--- src/rtl/door_timer.sv ---
// Door-open timer: counts open cycles, raises nudge then timeout, and lets a bounded number of holds restart the count.
// Every output is registered or decoded from registered state, so there is one cycle from input to output and no backpressure path.
module door_timer #(
  parameter int CNT_W          = 16,
  parameter int TIMEOUT_CYCLES = 1000,
  parameter int NUDGE_CYCLES   = 800,
  parameter int MAX_HOLDS      = 3,
  parameter int HOLD_W         = 2
) (
  input  logic             clk,
  input  logic             rst,
  input  logic [1:0]       estado,
  input  logic             hold,
  output logic             timeout,
  output logic             timeout_pulse,
  output logic             nudge,
  output logic             holds_exhausted,
  output logic [CNT_W-1:0] elapsed
);

  localparam logic [CNT_W-1:0]  TIMEOUT_V = CNT_W'(TIMEOUT_CYCLES);
  localparam logic [CNT_W-1:0]  NUDGE_V   = CNT_W'(NUDGE_CYCLES);
  localparam logic [HOLD_W-1:0] MAXH_V    = HOLD_W'(MAX_HOLDS);
  localparam logic [1:0]        DOOR_OPEN = 2'b01;

  typedef enum logic [1:0] {
    IDLE    = 2'd0,
    COUNT   = 2'd1,
    EXPIRED = 2'd2
  } state_t;

  state_t            state_q, state_d;
  logic [CNT_W-1:0]  elapsed_q, elapsed_d;
  logic [HOLD_W-1:0] hold_cnt_q, hold_cnt_d;
  logic              pulse_q, pulse_d;
  logic              exhausted_q;
  logic              is_open;
  logic              hold_ok;

  assign is_open = (estado == DOOR_OPEN);
  assign hold_ok = hold && (hold_cnt_q < MAXH_V);

  always_comb begin
    state_d    = state_q;
    elapsed_d  = elapsed_q;
    hold_cnt_d = hold_cnt_q;
    pulse_d    = 1'b0;
    case (state_q)
      IDLE: begin
        elapsed_d  = '0;
        hold_cnt_d = '0;
        if (is_open) begin
          state_d   = COUNT;
          elapsed_d = CNT_W'(1);
        end
      end
      COUNT: begin
        if (!is_open) begin
          state_d    = IDLE;
          elapsed_d  = '0;
          hold_cnt_d = '0;
        end else if (hold_ok) begin
          elapsed_d  = CNT_W'(1);
          hold_cnt_d = hold_cnt_q + 1'b1;
        end else if (elapsed_q >= TIMEOUT_V - 1'b1) begin
          // Saturating compare also covers TIMEOUT_CYCLES=1, where elapsed is already at the limit.
          state_d   = EXPIRED;
          elapsed_d = TIMEOUT_V;
          pulse_d   = 1'b1;
        end else begin
          elapsed_d = elapsed_q + 1'b1;
        end
      end
      EXPIRED: begin
        if (!is_open) begin
          state_d    = IDLE;
          elapsed_d  = '0;
          hold_cnt_d = '0;
        end else if (hold_ok) begin
          state_d    = COUNT;
          elapsed_d  = CNT_W'(1);
          hold_cnt_d = hold_cnt_q + 1'b1;
        end else begin
          elapsed_d = TIMEOUT_V;
        end
      end
      default: begin
        state_d    = IDLE;
        elapsed_d  = '0;
        hold_cnt_d = '0;
      end
    endcase
  end

  always_ff @(posedge clk) begin
    if (rst) begin
      state_q     <= IDLE;
      elapsed_q   <= '0;
      hold_cnt_q  <= '0;
      pulse_q     <= 1'b0;
      exhausted_q <= 1'b0;
    end else begin
      state_q     <= state_d;
      elapsed_q   <= elapsed_d;
      hold_cnt_q  <= hold_cnt_d;
      pulse_q     <= pulse_d;
      // Registered separately so it stays low in reset even when MAX_HOLDS is 0.
      exhausted_q <= (hold_cnt_d == MAXH_V);
    end
  end

  assign elapsed         = elapsed_q;
  assign timeout         = (state_q == EXPIRED);
  assign timeout_pulse   = pulse_q;
  assign nudge           = ((state_q == COUNT) && (elapsed_q >= NUDGE_V)) || (state_q == EXPIRED);
  assign holds_exhausted = exhausted_q;

endmodule

--- config.mk ---
export PLATFORM = sky130hd
export DESIGN_NAME = door_timer
export DESIGN_NICKNAME = d
export VERILOG_FILES = /design/src/rtl/door_timer.sv
export SDC_FILE = /design/constraint.sdc
export NUM_CORES = 1
export LEC_CHECK = 0
export BUFFER_PORTS_ARGS = -buffer_cell sky130_fd_sc_hd__buf_2
export CORE_MARGIN = 2
export CORE_UTILIZATION = 35
export CTS_BUF_LIST = sky130_fd_sc_hd__clkbuf_4 sky130_fd_sc_hd__clkbuf_8
export DETAILED_ROUTE_END_ITERATION = 10
export PLACE_DENSITY = 0.62
export RECOVER_POWER = 100
export SLEW_MARGIN = 20
export SYNTH_ARGS = -nofsm -noshare
export SYNTH_HDL_FRONTEND = slang
export SYNTH_SLANG_ARGS = --single-unit
--- constraint.sdc ---
create_clock -name clk -period 4.3 [get_ports clk]
set_clock_uncertainty 0.15 [all_clocks]
set_input_delay 0 -clock clk [delete_from_list [all_inputs] [get_ports clk]]
set_output_delay 0 -clock clk [all_outputs]
set_load 0.02 [all_outputs]
==> impl_metrics.toml <==
[yosys]
synthCells = 112
synthFlopType = "dfxtp_1"
synth_area_sq_um = 1044
yosysMostFrequentCell = "dfxtp_1"
yosysTopAreaCellShare_pct = 42.21
synth_area_per_cell_sq_um = 9.317
ys_ff_latch = 22
yosys.area.top_type = "dfxtp_1"
synth_commonest_cells = "dfxtp_1 (22), nor2_1 (11), nand2_1 (9), nand3_1 (8), ha_1 (7)"
yosysWarnings = 0
synth_edf_count = 0
synth_cell_types = 32
synth-seq-area-share_pct = 42.21
async_reset_ff_share_pct = 0
yosys-top-cells-area = "dfxtp_1 (42%), ha_1 (8.4%), xnor2_1 (4.2%)"

[critical_path]
rr_worst_depth = 7
slowest_stage = "dlygate4sd3_1"
worst_ep_arrival_time_ns = 2.70
r2r_setup_slack_ns = 1.65
cp_top_family = "buffers and inverters"
worst_setup_path_start_kind = "register"
cp_cell_sequence = "ha_1 -> a211oi_1 -> nor3b_1 -> and2b_1 -> a31oi_1 -> o32ai_1 -> dlygate4sd3_1"
cp.buffers_inverters = 1
cp_slowest_stage_delay_ns = 0.57
reg2reg_from = "elapsed[1]"
cp_max_fo = 7
cp-end-kind = "register"
worstSetupPathType = "reg -> reg"
worstReg2RegEnd = "state_q[1]"
cp.required_ns = 4.35

[final_layout]
antennaDiodeCount = 0
final_util_pct = 44.60
syn2layout_area_growth_pct = 19.90
nNetsFinal = 162
drive_above_1_share_pct = 6.711

[cts]
ctsResizeCount = 0
clock_path_buffers = 2
cts_tree = "yes"
cts_max_level = 1
clk_latency_ns = 0.30
clock-root-buffer = "clkbuf_4"
cts.clk_slew.worst_paths_ns = 0.11
cts_made_buffers = 3
cts.sinks = 22

[sta]
drv_slew = 0
min_period_over_period_pct = 61.68
hold_viol_final = 0
fin_crit_ns = 2.652
fmax_mhz = 377.0
setup_viol = 0
rsz0062_at_grt = "false"
setup_tns_ns = 0

[floorplanning]
die_h_um = 58.60
fp-row-count = 19
die_w_um = 58.60
dieArea_sq_um = 3434
core_area_sq_um = 2805
ios = 25
start_util_pct = 37.20

[route]
ant_nets = 0
drcViolationCount = 3
drt_wl_total_um = 2171
via_per_inst = 4.883
first_pass_iters = 7
drt-wirelength-per-cell_um = 12.06
via_count = 879
drtIter0Drc = 32

[hold_path]
hold_path.class = "in -> reg"
worstHoldPathCells = 4
min_to = "elapsed[0]"
min_from = "estado[1]"

[status]
violations = "DRC"
status = "complete, but fails checks"

[global_routing]
grt_overflow_total = 0
antenna_found_initial = 0
grt_pass1_wl_um = 3795
grt_max_degree = 13
grt_pass1_vias = 898
grt_use_total_pct = 14.00

[pwr]
power_density_nw_per_um2 = 323.0
p_leak_nw = 0.5269
vdd_drop_max_uv = 179.1

[placement]
dpl.hpwl_um = 1629
gp_congestion = 0.8565
portBuffers = 24

[job]
cap_violations = 0
-- stage by stage --
step	setup WS, ns	std cells	hold WS [ns]	total power [mW]	area, sq um
floorplan	2.262	117	0.03129	0.2831	1062
global placement	2.376	170	0.1622	0.3003	1211
detailed placement	2.276	170	0.1738	0.3018	1211
CTS	1.917	180	0.03729	0.4165	1308
global route	1.540	180	0.08212	0.4294	1251
finish	1.648	180	0.06194	0.4041	1251
-- power breakdown --
part | internal (mW) | switching, mW
combinational | 0.0301 | 0.0433
clock | 0.0517 | 0.0587
sequential | 0.213 | 0.00759
-- repair_timing --
| action | CTS | global route |
|---|---|---|
| buffers inserted | 0 | 0 |
| hold endpoints to repair | 7 | 0 |
| setup endpoints to repair | 0 | 0 |
| hold buffers | 6 | 0 |
-- cell families (layout without fill, tap and decap cells) --
| group | count (synthesis) | count (layout) | synth area share (%) |
|---|---|---|---|
| other | 1 | 6 | 0.3594 |
| XOR/XNOR | 9 | 9 | 7.553 |
| AO/OA/AOI/OAI | 16 | 16 | 11.39 |
| flip-flops | 22 | 22 | 42.21 |
| buffers and inverters | 6 | 38 | 2.398 |
| adder cells (fa/ha/maj) | 7 | 7 | 8.393 |
| AND/OR/NAND/NOR | 49 | 49 | 25.30 |
| multiplexers | 2 | 2 | 2.398 |
-- worst reg2reg max path, cell delays in order (launching register included) --
cell and delay (ns):
dfxtp_1 0.45, ha_1 0.30, a211oi_1 0.10, nor3b_1 0.24
and2b_1 0.29, a31oi_1 0.30, o32ai_1 0.14, dlygate4sd3_1 0.57
-- how the worst max path moves through the flow --
| stage | from | endpoint | slack (ns) | depth (start not counted) |
|---|---|---|---|---|
| after floorplan | elapsed[1] | state_q[0] | 2.26 | 6 |
| after global placement | elapsed[0] | state_q[0] | 2.38 | 6 |
| after detailed placement | elapsed[1] | state_q[0] | 2.28 | 6 |
| after CTS | elapsed[1] | state_q[1] | 1.92 | 7 |
| after global routing | elapsed[1] | state_q[1] | 1.54 | 7 |
| final | elapsed[1] | state_q[1] | 1.65 | 7 |
-- layer usage --
| metal | vias up | track usage, % | part of all wire (%) |
|---|---|---|---|
| li1 | 452 | - | - |
| met1 | 403 | 16.55 | 44 |
| met2 | 19 | 24.88 | 49 |
| met3 | 5 | 4.396 | 5.5 |
| met4 | 0 | 2.922 | 0.92 |
| met5 | - | 0 | 0 |
-- flip-flops by register name (all words and copies together), names as in the netlist --
register,cells
holds_exhausted,1
elapsed,16
state_q,2
timeout_pulse,1
hold_cnt_q,2
-- layout by cell type (no fill, tap or decap), drive strengths merged, types with 2 or more instances in the layout --
master,n
xnor2,5
nand2b,4
nand2,9
dfxtp,22
and2,2
a21oi,5
conb,6
xor2,4
clkbuf,23
ha,7
nor2,11
nor3,2
nand3,8
nor3b,2
dlygate4sd3,6
o21ai,4
and3,4
nor2b,2
buf,5
a31oi,2
inv,4
-- final cells by class --
type,instances,area (sq um)
flip-flops and latches,22,440.4
clock buffers,4,36.28
multi-input cells,89,564.3
well taps,31,38.79
repair buffers,30,156.4
inverters,4,15.01
fillers,298,1554
Power figures use the tool's default switching activity.
